### config.mk
export PLATFORM = sky130hd
export DESIGN_NAME = robo_missao
export DESIGN_NICKNAME = d
export VERILOG_FILES = /design/src/rtl/robo_pkg.sv /design/src/rtl/robo_pose.sv /design/src/rtl/robo_missao.sv
export SDC_FILE = /design/constraint.sdc
export NUM_CORES = 1
export LEC_CHECK = 0
export ABC_AREA = 1
export ABC_CLOCK_PERIOD_IN_PS = 3590
export CELL_PAD_IN_SITES_DETAIL_PLACEMENT = 1
export CELL_PAD_IN_SITES_GLOBAL_PLACEMENT = 1
export CORE_AREA = 8 8 150 110
export CTS_CLUSTER_SIZE = 14
export DETAILED_ROUTE_END_ITERATION = 16
export DIE_AREA = 0 0 158 118
export GPL_TIMING_DRIVEN = 0
export PLACE_DENSITY_LB_ADDON = 0.15
export SLEW_MARGIN = 20
export SYNTH_ARGS = -nofsm -noshare
export SYNTH_HDL_FRONTEND = slang
export SYNTH_SLANG_ARGS = --single-unit
### constraint.sdc
create_clock -name clock -period 3.59 [get_ports clock]
set_input_delay 0.718 -clock clock [delete_from_list [all_inputs] [get_ports clock]]
set_output_delay 0.718 -clock clock [all_outputs]
set_load 0.01 [all_outputs]
### src/rtl/robo_pkg.sv
// Shared types and constants for the mission controller and its pose datapath.
package robo_pkg;

    typedef enum logic [1:0] {
        ORI_N = 2'b00,
        ORI_S = 2'b01,
        ORI_L = 2'b10,
        ORI_O = 2'b11
    } ori_t;

    typedef enum logic [2:0] {
        ST_IDLE  = 3'd0,
        ST_ARM   = 3'd1,
        ST_RUN   = 3'd2,
        ST_DONE  = 3'd3,
        ST_FAULT = 3'd4
    } state_t;

    typedef enum logic [1:0] {
        STS_LOOP   = 2'b00,
        STS_BUDGET = 2'b01,
        STS_OOB    = 2'b10,
        STS_STALL  = 2'b11
    } status_t;

    localparam logic [3:0] LIN_MIN   = 4'd1;
    localparam logic [3:0] LIN_MAX   = 4'd10;
    localparam logic [4:0] COL_MAX   = 5'd19;
    localparam logic [4:0] STALL_MAX = 5'd16;

    // Left turn: N->O, O->S, S->L, L->N.
    function automatic ori_t turn_left(input ori_t o);
        case (o)
            ORI_N:   return ORI_O;
            ORI_O:   return ORI_S;
            ORI_S:   return ORI_L;
            default: return ORI_N;
        endcase
    endfunction

endpackage

### src/rtl/robo_pose.sv
// Combinational next-pose for one action; a forward that would leave the grid
// keeps the pose and raises oob instead.
module robo_pose
    import robo_pkg::*;
(
    input  logic [3:0] lin,
    input  logic [4:0] col,
    input  ori_t       ori,
    input  logic       forward,
    input  logic       turn,
    output logic [3:0] lin_nxt,
    output logic [4:0] col_nxt,
    output ori_t       ori_nxt,
    output logic       oob
);

    always_comb begin
        lin_nxt = lin;
        col_nxt = col;
        ori_nxt = ori;
        oob     = 1'b0;
        if (forward) begin
            case (ori)
                ORI_N: if (lin <= LIN_MIN) oob = 1'b1; else lin_nxt = lin - 4'd1;
                ORI_S: if (lin >= LIN_MAX) oob = 1'b1; else lin_nxt = lin + 4'd1;
                ORI_L: if (col >= COL_MAX) oob = 1'b1; else col_nxt = col + 5'd1;
                default: if (col == 5'd0) oob = 1'b1; else col_nxt = col - 5'd1;
            endcase
        end else if (turn) begin
            ori_nxt = turn_left(ori);
        end
    end

endmodule

### src/rtl/robo_missao.sv
// Mission supervisor: holds the Robo core in reset outside RUN, tracks its pose
// from the action outputs and ends the mission on loop, budget, bounds or stall.
module robo_missao
    import robo_pkg::*;
(
    input  logic        clock,
    input  logic        reset,
    input  logic        start,
    input  logic [3:0]  lin_ini,
    input  logic [4:0]  col_ini,
    input  logic [1:0]  ori_ini,
    input  logic [23:0] limite,
    input  logic        forward,
    input  logic        turn,
    input  logic        remove,
    output logic        core_reset,
    output logic [3:0]  lin,
    output logic [4:0]  col,
    output logic [1:0]  ori,
    output logic [23:0] movimentos,
    output logic [7:0]  remocoes,
    output logic        busy,
    output logic        done,
    output logic [1:0]  status,
    output state_t      fsm_state
);

    // Protocol: start is a one-cycle pulse honoured only in IDLE/DONE/FAULT;
    // forward/turn/remove are sampled once per cycle only in RUN, in that priority.
    state_t      state_q, state_d;
    logic [3:0]  lin_q, lin0_q, lin_p;
    logic [4:0]  col_q, col0_q, col_p;
    ori_t        ori_q, ori0_q, ori_p;
    logic [23:0] limite_q, mov_q, mov_inc;
    logic [7:0]  rem_q;
    logic [4:0]  stall_q;
    logic        moved_q, moved_d;
    status_t     status_q;
    logic        act, oob, loop_hit, budget_hit, stall_hit, start_ok;

    robo_pose u_pose (
        .lin     (lin_q),
        .col     (col_q),
        .ori     (ori_q),
        .forward (forward),
        .turn    (turn),
        .lin_nxt (lin_p),
        .col_nxt (col_p),
        .ori_nxt (ori_p),
        .oob     (oob)
    );

    assign act        = forward | turn | remove;
    assign mov_inc    = mov_q + 24'd1;
    assign moved_d    = moved_q | (forward & ~oob);
    assign loop_hit   = moved_d && (lin_p == lin0_q) && (col_p == col0_q) && (ori_p == ori0_q);
    assign budget_hit = (mov_inc == limite_q);
    assign stall_hit  = (stall_q == STALL_MAX - 5'd1);
    assign start_ok   = start && (state_q == ST_IDLE || state_q == ST_DONE || state_q == ST_FAULT);

    always_ff @(posedge clock or negedge reset) begin
        if (!reset) state_q <= ST_IDLE;
        else        state_q <= state_d;
    end

    always_comb begin
        state_d = state_q;
        case (state_q)
            ST_IDLE, ST_DONE, ST_FAULT: if (start) state_d = ST_ARM;
            ST_ARM: state_d = (limite_q == 24'd0) ? ST_DONE : ST_RUN;
            ST_RUN: begin
                if (act) begin
                    if (oob)             state_d = ST_FAULT;
                    else if (loop_hit)   state_d = ST_DONE;
                    else if (budget_hit) state_d = ST_DONE;
                end else if (stall_hit) begin
                    state_d = ST_FAULT;
                end
            end
            default: state_d = ST_IDLE;
        endcase
    end

    always_comb begin
        core_reset = 1'b1;
        busy       = 1'b0;
        done       = 1'b0;
        case (state_q)
            ST_ARM:   busy = 1'b1;
            ST_RUN: begin
                busy       = 1'b1;
                core_reset = 1'b0;
            end
            ST_DONE, ST_FAULT: done = 1'b1;
            default: ;
        endcase
    end

    // Pose, counters and status; everything freezes outside ARM/RUN until restarted.
    always_ff @(posedge clock or negedge reset) begin
        if (!reset) begin
            lin_q    <= LIN_MIN;
            col_q    <= 5'd0;
            ori_q    <= ORI_N;
            lin0_q   <= LIN_MIN;
            col0_q   <= 5'd0;
            ori0_q   <= ORI_N;
            limite_q <= 24'd0;
            mov_q    <= 24'd0;
            rem_q    <= 8'd0;
            stall_q  <= 5'd0;
            moved_q  <= 1'b0;
            status_q <= STS_LOOP;
        end else if (start_ok) begin
            lin_q    <= lin_ini;
            col_q    <= col_ini;
            ori_q    <= ori_t'(ori_ini);
            lin0_q   <= lin_ini;
            col0_q   <= col_ini;
            ori0_q   <= ori_t'(ori_ini);
            limite_q <= limite;
            mov_q    <= 24'd0;
            rem_q    <= 8'd0;
            stall_q  <= 5'd0;
            moved_q  <= 1'b0;
            status_q <= STS_LOOP;
        end else if (state_q == ST_ARM) begin
            if (limite_q == 24'd0) status_q <= STS_BUDGET;
        end else if (state_q == ST_RUN) begin
            if (act) begin
                mov_q   <= mov_inc;
                stall_q <= 5'd0;
                lin_q   <= lin_p;
                col_q   <= col_p;
                ori_q   <= ori_p;
                moved_q <= moved_d;
                if (remove && !forward && !turn && rem_q != 8'hFF) rem_q <= rem_q + 8'd1;
                if (oob)             status_q <= STS_OOB;
                else if (loop_hit)   status_q <= STS_LOOP;
                else if (budget_hit) status_q <= STS_BUDGET;
            end else begin
                stall_q <= stall_q + 5'd1;
                if (stall_hit) status_q <= STS_STALL;
            end
        end
    end

    assign lin        = lin_q;
    assign col        = col_q;
    assign ori        = ori_q;
    assign movimentos = mov_q;
    assign remocoes   = rem_q;
    assign status     = status_q;
    assign fsm_state  = state_q;

endmodule

Yosys cells after proc, flatten, opt, wreduce, memory -nomap -nowiden
Cells that the tools add are included.

Add/sub/neg operators: 7. Magnitude comparators: 3. Eq/ne operators: 19. Mux-type cells: 66. Bitwise operators: 5. Reduce and logical (&&, ||, !) cells: 29.

Operators with widths (count): $mux W24 (4); $mux W5 (11); $mux W8 (5); $mux W2 (15); $mux W4 (7); $add A24 B1 Y24 const B (1); $eq A24 B24 Y1 (1); $logic_not A24 Y1 (1); $mux W3 (6); $mux W1 (13); $add A5 B1 Y5 const B (2); $pmux W5 S2 (1); $pmux W3 S3 (1); $add A8 B1 Y8 const B (1); $ne A8 B8 Y1 const B (1); $pmux W4 S2 (1); $reduce_and A4 Y1 (2); $logic_and A1 B1 Y1 (7); $eq A3 B2 Y1 const B (2); $ne A3 B3 Y1 const B (2); $ne A6 B1 Y1 const B (1); $pmux W2 S3 (1); $reduce_and A3 Y1 (2); $reduce_bool A2 Y1 (3); 30 further kinds (38).

Register bits: 89. Input bits: 41. Output and inout bits: 51. Word-level logic and storage cells: 142.

Longest topological paths before layout
Gate-level depths: netlist (run 1).

Word-level depth: 16. Gate-level depth with buffers: 19. Depth with buffers taken out: 19.

Modules after synthesis
A second synthesis (run 1) with hierarchy kept.

Cell total of the unflattened synthesis: 831. Area total of the unflattened synthesis: 5826.8 µm².

By module, submodules not included: robo_missao (times used 1, cells each 693, area each 5078.6 µm², sequential area each 2229.6 µm²); robo_pose (times used 1, cells each 138, area each 748.2 µm², sequential area each 0.0 µm²).

Worst setup path after synthesis (run 1)
Ideal clock, no wire load.

Path kind: register to register. From: register lin_q[0] (netlist: lin[0]). To: register state_q[0] (netlist: fsm_state[0]). Library setup time: 118 ps. Arrival time: 2111 ps. Required time: 3472 ps. Path slack: 1361 ps. Cell stages (with the launch flop): 18. Buffers on the path: 0. Period minus slack after synthesis: 2229 ps. Cells stage by stage: dfstp_2 inv_1 ha_1 inv_1 nand2_1 nand2_1 nand2_1 o21a_1 nand2_1 nand2_1 nand2_1 nand3_1 nor3_1 nand2_1 nand4_2 nand3_2 nand2_1 nand2_1.

Longest elaborated chain between the ends: 14. Elaborated cells on any way between the ends: 25. Those cells by class: add/sub (2); order compare (2); eq/ne (2); mux (12); bitwise (3); reduce/logical (4).

Ends and longest elaborated chain: start, declared (RTL line robo_missao.sv:31) `logic [3:0] lin_q, lin0_q, lin_p;`; start signal, assigned (RTL line robo_missao.sv:115) `lin_q <= lin_ini;`; start signal, assigned (RTL line robo_missao.sv:133) `lin_q <= lin_p;`; $ge A4 B4 Y1 / $le A4 B1 Y1 (equally long branches) (RTL line robo_pose.sv:25, robo_pose.sv:24); $mux W1 (on tied branches) (RTL line robo_pose.sv:25, robo_pose.sv:24); $pmux W1 S3 (RTL line robo_pose.sv:23) `case (ori)`; $mux W1 (RTL line robo_pose.sv:22) `if (forward) begin`; $not A1 Y1 (RTL line robo_missao.sv:55) `assign moved_d = moved_q | (forward & ~oob);`; $and A1 B1 Y1 (RTL line robo_missao.sv:55); $or A1 B1 Y1 (RTL line robo_missao.sv:55); $logic_and A1 B1 Y1 (3 in series) (RTL line robo_missao.sv:56) `assign loop_hit = moved_d && (lin_p == lin0_q) && (col_p == col0_q) && (ori_p == ori0_q);`; $mux W3 (RTL line robo_missao.sv:74) `else if (loop_hit) state_d = ST_DONE;`; $mux W3 (RTL line robo_missao.sv:73) `if (oob) state_d = ST_FAULT;`; $mux W3 (RTL line robo_missao.sv:72) `if (act) begin`; $pmux W3 S3 (RTL line robo_missao.sv:68) `case (state_q)`; end signal, assigned (RTL line robo_missao.sv:63) `else state_q <= state_d;`; end, declared (RTL line robo_missao.sv:30) `state_t state_q, state_d;`.

Several ways; a longest one is shown, not always the timed one. A chain may end at the register's enable or synchronous reset.

Worst setup path in the final report (run 1)
From: input forward. To: register status_q[0] (netlist: status[0]).

Longest elaborated chain between the ends: 13. Elaborated cells on any way between the ends: 24. Those cells by class: eq/ne (4); mux (10); bitwise (5); reduce/logical (5).

Ends and longest elaborated chain: start, declared (RTL line robo_missao.sv:13) `input logic forward,`; $mux W1 (RTL line robo_pose.sv:22); $not A1 Y1 (RTL line robo_missao.sv:55); $and A1 B1 Y1 (RTL line robo_missao.sv:55); $or A1 B1 Y1 (RTL line robo_missao.sv:55); $logic_and A1 B1 Y1 (3 in series) (RTL line robo_missao.sv:56); $mux W2 (RTL line robo_missao.sv:139) `else if (loop_hit) status_q <= STS_LOOP;`; $mux W2 (RTL line robo_missao.sv:138) `if (oob) status_q <= STS_OOB;`; $mux W2 (RTL line robo_missao.sv:130) `if (act) begin`; $mux W2 (RTL line robo_missao.sv:129) `end else if (state_q == ST_RUN) begin`; $mux W2 (RTL line robo_missao.sv:127) `end else if (state_q == ST_ARM) begin`; $mux W2 (RTL line robo_missao.sv:114) `end else if (start_ok) begin`; end signal, assigned (RTL line robo_missao.sv:113) `status_q <= STS_LOOP;`; end signal, assigned (RTL line robo_missao.sv:126) `status_q <= STS_LOOP;`; end signal, assigned (RTL line robo_missao.sv:128) `if (limite_q == 24'd0) status_q <= STS_BUDGET;`; end, declared (RTL line robo_missao.sv:38) `status_t status_q;`.

Several ways; a longest one is shown, not always the timed one. The select of a mux whose other input is x is not followed.

==> summary.txt, run 1 <==
Status
  – Status: finished, final reports clean

Detailed routing
  – Via/cell ratio: 5.39
  – Initial DRC count: 364
  – DRC viols: 0
  – Post-route ant nets: 0
  – Wire per inst: 19.2 µm
  – WL final: 21,100 µm
  – Drt first pass iters: 4
  – Vias post-DR: 5,944

Critical path
  – CP Depth: 14
  – CP max FO: 8
  – Worst Setup SP: forward
  – Worst path max stage delay: 0.59 ns
  – R2R Setup Slk: 0.53 ns
  – Reg2Reg Depth: 16
  – Setup crit end: status[0]$_DFFE_PN0P_
  – Crit-path leading delay family: simple AND/OR/NAND/NOR gates
  – Critical Path RT: 3.88 ns
  – R2r endpoint: status[0]$_DFFE_PN0P_
  – Crit-path cells: clkdlybuf4s50_1 > inv_2 > nand2_1 > o21ai_0 > xor2_1 > nor2_1 > nand4_1 > nor3_1 > nand2_1 > nand3_1 > nand2_1 > nand2_2 > nand3_1 > nand2_1
  – Critical path class: in2reg
  – Worst Setup Start Kind: input pin
  – Crit path buf inv count: 2
  – R2R Path Start: ori[1]$_DFFE_PN0P_
  – Worst Setup End Kind: register
  – CP arrival: 3.54 ns
  – Slowest-stage cell, CP: clkdlybuf4s50_1
  – Most frequent CP cell: nand2_1

Synthesis
  – Post-synthesis adder-cell area fraction: 3.23%
  – Yosys reg bits: 89
  – Post-synth cell types: 42
  – Post-Syn Nets: 856
  – Simple-gate share of the synthesized area: 35.4%
  – Synth Area in Compound Gates: 9.80%
  – Mux contribution to synthesized area: 0%
  – Share of async-settable or async-resettable flops after synthesis: 100%
  – Most used DFF post-synth: dfrtp_1
  – Commonest cells in the netlist: 249 x nand2_1, 96 x inv_1, 87 x dfrtp_1, 78 x nand3_1, 47 x nor2_1
  – Synth Area per Inst: 7.26 µm²
  – Yosys Warn Count: 0
  – Largest family of logic cells by synthesized area: simple AND/OR/NAND/NOR gates
  – Synth top area cells: dfrtp_1 37%, nand2_1 16%, nand3_1 6.7%, inv_1 6.2%, o21ai_0 3.9%
  – Netlist Area Pre-Place: 5810 µm²
  – Post-synth EDFFs: 0
  – Post-Synth XOR/XNOR Area: 5.00%
  – Top-count cell post-synth: nand2_1
  – Gate Count Post-Synth: 800
  – Yosys top cell area share: 37.5%
  – Sequential cell area fraction in the yosys report: 38.4%
  – Yosys top cell by area: dfrtp_1

Timing
  – Final setup vio count: 0
  – Tmin final: 3.26 ns
  – Fin worst setup slack: 0.332 ns
  – Clock Skews: 0.00604 ns
  – Unrepaired setup endpoints after global routing: false
  – Slew @ Worst Pin: 0.832 ns
  – Rel. slew slack: 44.5%
  – Hold WS: 0.273 ns
  – Final slew viol count: 0
  – Hold Vio Cnt, Final: 0
  – Final Cycle Share: 90.7%
  – Fmax: 307 MHz

GRT
  – Vias in the first global route: 6,251
  – Antenna violations before repair: 0
  – GR Overflow Total: 0
  – Largest net degree at the start of global routing: 52
  – First-pass GRT wire length: 33,500 µm
  – Total Routing Usage GR: 22.7%

Clock tree
  – CTS HTree Levels: 3
  – Post_cts resized: 0
  – Clk pin slew, worst setup/hold paths: 0.06 ns
  – Clk Latency, worst-skew pair: 0.35 ns
  – Clock Tree Buf Depth: 2
  – Clock sinks: 89
  – Inserted Clock Buffers: 9
  – CTS tree: yes
  – Hold buffer count at cts: 0
  – # Post-CTS Setup Buffers: 0
  – Clock root buffer: clkbuf_16

Cells and area
  – Storage element area: 2230 µm²
  – Filler cells: 1,847
  – Layout cell share with drive strength beyond 1: 7.61%
  – Fin nets: 959
  – Fin area: 7290 µm²
  – Diodes inserted: 0
  – Multi-input logic area: 3110 µm²
  – P&R area growth vs syn: 25.5%

Placed design
  – HPWL after DPL: 16,300 µm
  – Routability cong.: 0.874
  – Setup Slack @ Placement: 0.0650 ns
  – Post-DP Area: 6990 µm²
  – IO buf count: 91

Die
  – Initial Util: 40.7%
  – CORE AREA: 14,300 µm²
  – Die H: 118 µm
  – Die area: 18,600 µm²
  – Placement Rows: 37
  – DIE WIDTH: 158 µm
  – Number of top-level pins: 92

Flow run
  – MaxCap Viol Count: 0

Min path
  – Worst hold path type: in2async

Power and ir drop
  – Leak pwr: 3.35 nW
  – Power Density: 884 nW/µm²
  – VDD IR max: 0.350 mV
how the worst min path moves through the flow:
stage	from	to	slack [ns]	cells after the start
2_1_floorplan	reset	col0_q[0]$_DFFE_PN0P_	0.42	0
3_3_place_gp	status[1]$_DFFE_PN0P_	status[1]$_DFFE_PN0P_	0.46	2
3_5_place_dp	status[1]$_DFFE_PN0P_	status[1]$_DFFE_PN0P_	0.47	2
4_1_cts	reset	limite_q[1]$_DFFE_PN0P_	0.30	1
5_1_grt	reset	lin0_q[2]$_DFFE_PN0P_	0.30	1
6_report	reset	lin0_q[2]$_DFFE_PN0P_	0.27	1
final cells by class:
class | instances | area share [%]
multi-input cells | 587 | 42.6
flip-flops and latches | 89 | 30.6
repair buffers | 92 | 12.9
inverters | 105 | 5.41
clock buffers | 12 | 3.52
well taps | 195 | 3.35
plain buffers | 19 | 1.10
clock inverters | 3 | 0.549
layer usage:
layer,track usage [%],up-vias,part of all wire [%]
met5,0,-,0
met4,4.70,0,1.0
met3,4.73,19,6.4
met2,35.3,164,45
met1,31.8,2954,47
li1,-,2807,-
per-stage QoR:
step                instances  power [mW]  TNS [ns]  util [%]
floorplan                 800        3.96         0         -
global placement         1086        5.22   -161.44      48.8
detailed placement       1087        5.42         0      49.0
CTS                      1102        6.44         0      51.1
global route             1102        6.89         0      51.1
finish                   1102        6.45         0      51.1
flip-flops by register name, summed over array words and instances, names as in the netlist, 3 cells and up:
| register | count |
|---|---|
| limite_q | 24 |
| lin | 4 |
| col | 5 |
| lin0_q | 4 |
| fsm_state | 3 |
| movimentos | 24 |
| remocoes | 8 |
| col0_q | 5 |
| stall_q | 5 |
cell families after synthesis:
family                     count (synthesis)
buffers and inverters                    124
adders and majority gates                 15
and+or+nand+nor                          447
xor gates and xnor gates                  26
AOI/OAI and AO/OA                         99
DFF                                       89
worst register-to-register path, delay by kind of cell (launching register included):
kind          cells  cell delay (ns)
simple gates     14             1.98
flops             1             0.43
fa+ha+maj         1             0.33
buf+inv           1             0.25
cell usage in the layout (no fill, tap or decap), types with 5 or more instances in the layout:
cell             Yosys  routed
clkdlybuf4s50_1      0      90
nand2_2             10      10
inv_1               96      96
clkbuf_16            0       9
a21oi_1             10      10
nor4_1               6       6
buf_1                6       6
nor3_1              11      11
nor2_4               7       7
o21ai_1              7       7
inv_2                9       9
o221ai_1             6       6
nand4_1             16      16
clkbuf_1            10      11
dfrtp_1             87      87
ha_1                15      15
o21ai_0             45      45
o22ai_1             20      20
nand2_1            249     249
nor2_2               8       8
xor2_1              18      18
nor2_1              47      47
nand3_1             78      78
o211ai_1             5       5
power by group:
part	switching (mW)	total (mW)	internal (mW)
Clock	0.418	0.991	0.573
Combinational	2.14	3.50	1.36
Sequential	0.525	1.95	1.43
Total	3.09	6.45	3.36
Power figures use the tool's default switching activity.
==> run 2, diff against run 1 <==
--- a/config.mk
+++ b/config.mk
@@ -19,3 +19,4 @@
 export SYNTH_ARGS = -nofsm -noshare
 export SYNTH_HDL_FRONTEND = slang
 export SYNTH_SLANG_ARGS = --single-unit
+export TNS_END_PERCENT = 20
==> results of run 2 <==
Final layout, timing and power as in run 1 (identical DEF).
==> run 3, diff against run 2 <==
--- a/config.mk
+++ b/config.mk
@@ -9,10 +9,10 @@
 export ABC_CLOCK_PERIOD_IN_PS = 3590
 export CELL_PAD_IN_SITES_DETAIL_PLACEMENT = 1
 export CELL_PAD_IN_SITES_GLOBAL_PLACEMENT = 1
-export CORE_AREA = 8 8 150 110
+export CORE_AREA = 8 8 141 117
 export CTS_CLUSTER_SIZE = 14
 export DETAILED_ROUTE_END_ITERATION = 16
-export DIE_AREA = 0 0 158 118
+export DIE_AREA = 0 0 149 125
 export GPL_TIMING_DRIVEN = 0
 export PLACE_DENSITY_LB_ADDON = 0.15
 export SLEW_MARGIN = 20
==> run 3 against run 2 <==
Compared with the run above: setup slack gained 0.11 ns; non-clock buffer count did not move; core utilization decreased by 0.76 points; register-to-register slack improved by 0.08 ns; critical path depth is the same; power decreased by 2.1%; combinational power down 1%; highest routed layer unchanged.
==> summary.txt, run 3 (synthesis results as in run 1) <==
Cells and area
  – P&R area growth vs syn: 25.0% (was 25.5%)
  – Layout cell share with drive strength beyond 1: 7.71% (was 7.61%)
  – Most common cell after layout, fill and taps aside: nand2_1 (unchanged)
  – Most frequent cells in the layout: 249 x nand2_1, 96 x inv_1, 90 x clkdlybuf4s50_1, 87 x dfrtp_1, 78 x nand3_1 (unchanged)
  – Fin cells: 1,097 (was 1,102)
  – Diodes inserted: 0 (unchanged)
  – Filler cells: 1,842 (was 1,847)
  – Fin nets: 959 (unchanged)
  – Fin area: 7260 µm² (was 7290 µm²)

Detailed routing
  – DRC viols: 0 (unchanged)
  – WL final: 20,300 µm (was 21,100 µm)
  – Drt first pass iters: 4 (unchanged)
  – Via/cell ratio: 5.29 (was 5.39)
  – Initial DRC count: 339 (was 364)
  – Vias post-DR: 5,801 (was 5,944)
  – Post-route ant nets: 0 (unchanged)
  – Wire per inst: 18.5 µm (was 19.2 µm)

Timing
  – Fmax: 318 MHz (was 307 MHz)
  – Setup TNS: 0 ns (unchanged)
  – Rel. slew slack: 47.8% (was 44.5%)
  – Hold Vio Cnt, Final: 0 (unchanged)
  – Final slew viol count: 0 (unchanged)
  – Unrepaired setup endpoints after global routing: false (unchanged)
  – Clock Skews: 0.0134 ns (was 0.00604 ns)
  – Tmin final: 3.15 ns (was 3.26 ns)
  – Final setup vio count: 0 (unchanged)
  – Slew @ Worst Pin: 0.783 ns (was 0.832 ns)
  – Hold WS: 0.287 ns (was 0.273 ns)
  – Final Cycle Share: 87.7% (was 90.7%)

GRT
  – First-pass GRT wire length: 33,100 µm (was 33,500 µm)
  – Vias in the first global route: 6,251 (unchanged)
  – Largest net degree at the start of global routing: 51 (was 52)
  – Total Routing Usage GR: 22.3% (was 22.7%)
  – Antenna violations before repair: 0 (unchanged)
  – GR Overflow Total: 0 (unchanged)

Critical path
  – Most frequent CP cell: nand2_1 (unchanged)
  – Crit-path leading delay family: simple AND/OR/NAND/NOR gates (unchanged)
  – Slowest-stage cell, CP: clkdlybuf4s50_1 (unchanged)
  – CP Depth: 14 (unchanged)
  – Worst Setup Start Kind: input pin (unchanged)
  – Crit-path cells: clkdlybuf4s50_1 > inv_2 > nor2_2 > nand3_1 > nand2_1 > nand2_1 > nand2_1 > nand3_1 > nor3_1 > nand2_1 > nand4_2 > nand3_2 > nand2_1 > nand2_1 (was clkdlybuf4s50_1 > inv_2 > nand2_1 > o21ai_0 > xor2_1 > nor2_1 > nand4_1 > nor3_1 > nand2_1 > nand3_1 > nand2_1 > nand2_2 > nand3_1 > nand2_1)
  – Worst path max stage delay: 0.67 ns (was 0.59 ns)
  – Critical path class: in2reg (unchanged)
  – Critical Path RT: 3.83 ns (was 3.88 ns)
  – CP arrival: 3.38 ns (was 3.54 ns)
  – Reg2Reg Depth: 16 (unchanged)
  – Crit path buf inv count: 2 (unchanged)
  – CP max FO: 8 (unchanged)
  – Worst Setup End Kind: register (unchanged)

Status
  – Status: finished, final reports clean (unchanged)

Placed design
  – HPWL after DPL: 15,500 µm (was 16,300 µm)
  – IO buf count: 91 (unchanged)
  – Routability cong.: 0.873 (was 0.874)
  – Post-DP Area: 6990 µm² (about the same)
  – Placed insts: 1,081 (was 1,087)

Power and ir drop
  – Clk pwr share: 14.3% (was 15.4%)
  – Sw frac: 48.1% (was 47.9%)
  – VDD IR max: 0.391 mV (was 0.350 mV)
  – NetSw: 3.04 mW (was 3.09 mW)
  – Leak pwr: 3.34 nW (was 3.35 nW)
  – Logic pwr share: 54.7% (was 54.3%)
  – Pint: 3.27 mW (was 3.36 mW)
  – Reg power frac: 31.0% (was 30.3%)
  – Power Density: 869 nW/µm² (was 884 nW/µm²)
  – Tot Pwr: 6.31 mW (was 6.45 mW)

Clock tree
  – Clk pin slew, worst setup/hold paths: 0.06 ns (about the same)
  – CTS tree: yes (unchanged)
  – CTS HTree Levels: 3 (unchanged)
  – # Post-CTS Setup Buffers: 0 (unchanged)
  – Clk Latency, worst-skew pair: 0.36 ns (was 0.35 ns)
  – Post_cts resized: 0 (unchanged)
  – Inserted Clock Buffers: 9 (unchanged)
  – Clock Tree Buf Depth: 2 (unchanged)
  – Clock root buffer: clkbuf_16 (unchanged)
  – Clock sinks: 89 (unchanged)
  – Hold buffer count at cts: 0 (unchanged)

Die
  – Number of top-level pins: 92 (unchanged)
  – DIE WIDTH: 149 µm (was 158 µm)
  – Placement Rows: 40 (was 37)
  – Die area: 18,600 µm² (about the same)
  – Initial Util: 40.3% (was 40.7%)
  – Die H: 125 µm (was 118 µm)
  – CORE AREA: 14,400 µm² (was 14,300 µm²)

Flow run
  – MaxCap Viol Count: 0 (unchanged)

Min path
  – Worst hold path type: in2async (unchanged)
==> run 3: cell types whose count changed in the layout (fill, tap and decap cells not counted) <==
| cell | change |
|---|---|
| clkinv_4 | +1 |
| clkinvlp_4 | +1 |
| clkbuf_8 | -1 |
| clkinv_2 | +1 |
| bufinv_16 | -1 |
==> run 3: layout make-up <==
cell class	count	area, µm²	share of cell area, %
multi-input combinational	587	3110	42.8
sequential	89	2230	30.7
timing repair buffer	92	940	12.9
inverter	105	394	5.43
clock buffer	11	243	3.34
tap	189	236	3.26
buffer	19	80.1	1.10
clock inverter	5	31.3	0.431
==> run 3: power by group through the flow <==
stage          clock network [mW]  registers, mW  logic, mW
6_report                    0.905           1.95       3.45
5_1_grt                     0.965           2.02       3.85
4_1_cts                     0.927           1.95       3.46
3_5_place_dp                    0           1.96       3.42
3_3_place_gp                    0           1.94       3.29
2_1_floorplan                   0           1.90       2.06
==> run 3: metrics by stage <==
stage	utilization, %	worst slack [ns]
5_1_grt	50.4	0.265
4_1_cts	50.4	0.542
2_1_floorplan	-	1.36
3_5_place_dp	48.5	0.173
3_3_place_gp	48.3	-1.83
6_report	50.4	0.442
==> run 3: per-layer routing <==
metal | vias up | global-route usage (%) | part of all wire (%)
li1 | 2809 | - | -
met3 | 15 | 5.44 | 4.8
met5 | - | 0 | 0
met1 | 2878 | 30.4 | 49
met4 | 0 | 5.28 | 1.2
met2 | 99 | 34.9 | 45
==> run 3: final timing paths <==
check	slack [ns]	startpoint	end
worst min-delay path	0.29	reset	col[2]$_DFFE_PN0P_
worst max register to register	0.61	movimentos[1]$_DFFE_PN0P_	fsm_state[0]$_DFFE_PN0P_
worst min register to register	0.48	status[1]$_DFFE_PN0P_	status[1]$_DFFE_PN0P_
worst max-delay path	0.44	forward	fsm_state[0]$_DFFE_PN0P_
min in group clock	0.48	status[1]$_DFFE_PN0P_	status[1]$_DFFE_PN0P_
max in group asynchronous	2.71	reset	limite_q[5]$_DFFE_PN0P_
==> RTL edit 1: new RTL, flow settings as in run 3 <==
Put one more register stage on the output `fsm_state`. The value now appears one clock later. The other outputs are not delayed to match.
--- a/src/rtl/robo_missao.sv
+++ b/src/rtl/robo_missao.sv
@@ -151,7 +151,9 @@
     assign movimentos = mov_q;
     assign remocoes   = rem_q;
     assign status     = status_q;
-    assign fsm_state  = state_q;
+    always_ff @(posedge clock) begin
+        fsm_state <= state_q;
+    end
 
 endmodule
 
Formal check against the unedited RTL: not equivalent (a bounded check fails within 4 cycles, from zero or initial values and one cycle with reset low).
==> RTL edit 1 against run 3 <==
Sequential cell count rose by 3; design area rose by 1.2%; area after synthesis rose by 1.1%; maximum frequency rose by 4.6%; first-iteration DRC count rose by 22%; via count rose by 3.6%; wire length rose by 3.1%; total power rose by 4.0%; setup slack improved by 0.14 ns; clock power rose by 12%; utilization rose by 0.60 points.
==> RTL edit 1: results (changes against run 3) <==
run status complete, no violations; main area contributors after synthesis dfrtp_1 37%, nand2_1 17%, nand3_1 6.6%, inv_1 6.6%, o21ai_0 4.0%; critical path class reg -> reg; Post-synth top cells 266 x nand2_1, 104 x inv_1, 87 x dfrtp_1; Mapped Nets 883 (+3.2%); Nets 985 (+2.7%); met1 usage 31.5% (+1.1 points); synthesized-area fraction occupied by adder cells 3.19% (-0.036 points); largest net degree at the start of global routing 53 (+3.9%); leak pwr 0.00340 uW (+2.0%); clkbuf count 13 (+2); R2R setup slack 0.58 ns (-0.03 ns); WP data arrival 3.25 ns (-0.13 ns); drt total wl 20900 um (+3.1%); RePlAce Congestion 0.893 (+2.3%); invs w/o clock 113 (+7.6%); Synth async-reset ratio 96.7% (-3.3 points); sw power 3130 uW (+2.9%); fraction of area in multi-input gates 41.9% (-0.88 points); fraction of cell area in non-clock buffers 13.8% (-0.28 points); multi-input gates 604 (+2.9%); share of layout cells above drive strength 1 7.71% (about the same); count of unique library cells instantiated by Yosys 47 (+12%); clock skew 0.0113 ns (-0.00209 ns); met3 wire length 1160 um (+19%); Seq/total area 31.2% (+0.46 points); vias 6009 (+3.6%); worst r2r src movimentos[0]; initial antenna violation count 1 (+1); Top Metal Used met5; WL met2 9530 um (+3.5%); slowest cell on the critical path dfrtp_1; seq_cells 92 (+3.4%); port buffer count 90 (-1.1%); vias in the first global route 6271 (+0.32%); Max VDD drop 435 uV (+11%); XOR/XNOR share of the synthesized area 2.71% (-2.3 points); Compound-Gate Fraction of Synth Area 10.2% (+0.40 points); Fillers 1832 (-0.54%); GR Util met3 5.77% (+0.32 points); met2 usage 36.1% (+1.2 points); Total GRT Usage 23.0% (+0.67 points); Crit Reg-Reg Endpoint status[1]; wl on met1 10000 um (+1.3%); Cells after Synth 827 (+3.4%); First DRT Iteration DRCs 412 (+22%); final-layout clock-cell area share 4.16% (+0.38 points)
RTL edit 1: cell count changes after synthesis, moves of 3 or more:
cell,delta
nand2_1,+17
nor2_1,+13
inv_1,+8
xor2_1,-7
buf_1,-5
nor4_1,-4
buf_2,+3
dfxtp_1,+3
nand3_2,+3
nand4_1,-3
o22ai_1,+3
RTL edit 1: power by group through the flow:
stage               clock [uW]  combinational (uW)  sequential, uW
finish                    1010                3540            2010
global route              1060                3950            2090
CTS                       1030                3550            2010
detailed placement           0                3520            2020
global placement             0                3360            1990
floorplan                    0                2110            1970
RTL edit 1: per-stage QoR:
step	cell area, um2	util [%]	setup TNS, ns	setup slack [ns]	hold slack, ns
CTS	7350	51.0	0	0.644	0.274
global placement	7010	48.6	-151.05	-1.73	0.454
finish	7350	51.0	0	0.581	0.271
detailed placement	7040	48.8	0	0.497	0.449
global route	7350	51.0	0	0.312	0.294
floorplan	5870	-	0	1.30	0.406
==> RTL edit 2: new RTL, flow settings as in run 3 <==
Without the edit above. Set the package constant `COL_MAX` to 5'd14 (it was 5'd19).
--- a/src/rtl/robo_pkg.sv
+++ b/src/rtl/robo_pkg.sv
@@ -25,7 +25,7 @@
 
     localparam logic [3:0] LIN_MIN   = 4'd1;
     localparam logic [3:0] LIN_MAX   = 4'd10;
-    localparam logic [4:0] COL_MAX   = 5'd19;
+    localparam logic [4:0] COL_MAX   = 5'd14;
     localparam logic [4:0] STALL_MAX = 5'd16;
 
     // Left turn: N->O, O->S, S->L, L->N.
Check against the original RTL: not equivalent (a bounded check fails within 4 cycles, from zero or initial values and one cycle with reset low).
==> RTL edit 2 against run 3 <==
Sequential cell count unchanged; die area unchanged; utilization down 0.28 points; design area decreased by 0.55%; clock skew decreased by 0.0063 ns; area after synthesis fell by 0.97%; wire length rose by 1.1%; non-clock buffer count stayed put; setup slack improved by 0.18 ns; total power increased by 0.69%; count of clock-buffer cells in the layout is the same; largest cell class unchanged.
==> RTL edit 2: results (changes against run 3) <==
Synth async-reset ratio 100% (unchanged); clock skew 0.00706 ns (-0.00632 ns); First DRT Iteration DRCs 437 (+29%); number of cells after detailed placement 1111 (+2.8%); Nets 989 (+3.1%); CP peak stage delay 0.46 ns (-0.21 ns); Compound-Gate Fraction of Synth Area 9.81% (about the same); slowest cell on the critical path dfrtp_1; Max VDD drop 357 uV (-8.8%); count of unique library cells instantiated by Yosys 38 (-9.5%); drt first pass iters 5 (+1); crit path from ori[1]; Clock Pin Slew Worst Setup and Hold Paths 0.07 ns; Post-synth top cells 279 x nand2_1, 112 x inv_1, 87 x dfrtp_1, 87 x nand3_1, 65 x nor2_1; worst path setup slack after routing 0.624 ns (+0.182 ns); Mapped Nets 886 (+3.5%); main area contributors after synthesis dfrtp_1 38%, nand2_1 18%, nand3_1 7.6%, inv_1 7.3%, nor2_1 4.2%; hold slack 0.294 ns (+0.00614 ns); R2R cell count 19 (+3); XOR/XNOR share of the synthesized area 3.15% (-1.8 points); synthesized-area fraction occupied by adder cells 3.26% (+0.032 points); first-pass GRT wire length 33800 um (+2.1%); Final HPWL DP 15800 um (+1.9%); Slew @ Worst Pin 0.733 ns (-0.0500 ns); drt wl/cell 18.2 um (-1.6%); dpl ws 0.334 ns (+0.161 ns); Cells after Synth 830 (+3.8%); mux cell area share after synthesis 0% (unchanged); largest net degree at the start of global routing 48 (-5.9%); RePlAce Congestion 0.905 (+3.7%); Max-Cap Viols 0 (unchanged); Top Metal Used met4; CTS Root Cell clkbuf_16; register area share after synthesis 38.8% (+0.38 points); dpl cell area 6930 um2 (-0.81%); vias in the first global route 6470 (+3.5%); port buffer count 91 (unchanged); run status complete, no violations; P&R area growth vs syn 25.5%; Skew-Pair Late Insertion Delay 0.36 ns (about the same); main combinational cell family by area after synthesis simple AND/OR/NAND/NOR gates; WL met2 9240 um (+0.31%); WP data arrival 3.21 ns (-0.17 ns); crit path to status[0]; Worst Path Max Fanout 7 (-1); Total GRT Usage 22.7% (+0.41 points); vias 6052 (+4.3%); wl on met1 9850 um (-0.34%); Synth Flop Type dfrtp_1; met3 wire length 1160 um (+19%); leak pwr 0.00337 uW (+0.90%); share of layout cells above drive strength 1 5.22% (-2.5 points); vias per cell 5.37 (+1.5%); Fillers 1883 (+2.2%)
## RTL edit 2: cell types whose count changed after synthesis, sizes merged, moves of 2 or more
cell,before,now
nand3,81,90
a21oi,10,12
nor3,15,13
o21ai,52,47
inv,105,113
nand3b,0,2
nor2,64,75
nand4,18,12
xor2,19,10
nand2,260,282
## RTL edit 2: power by group
part	internal (uW)	switching (uW)	total [uW]
combinational	1350	2110	3460
clock	540	428	968
sequential	1430	499	1930
total	3320	3040	6360
## RTL edit 2: layout make-up
class | instances | area share [%]
flip-flops and latches | 89 | 30.9
clock inverters | 5 | 0.797
multi-input cells | 608 | 41.7
plain buffers | 19 | 1.18
well taps | 189 | 3.28
clock buffers | 11 | 3.22
repair buffers | 92 | 13.0
inverters | 114 | 5.93
## RTL edit 2: metal layers
| metal | vias up | global-route usage [%] |
|---|---|---|
| met2 | 154 | 34.9 |
| met3 | 24 | 5.08 |
| met5 | - | 0 |
| met4 | 0 | 5.63 |
| met1 | 2985 | 31.6 |
| li1 | 2889 | - |
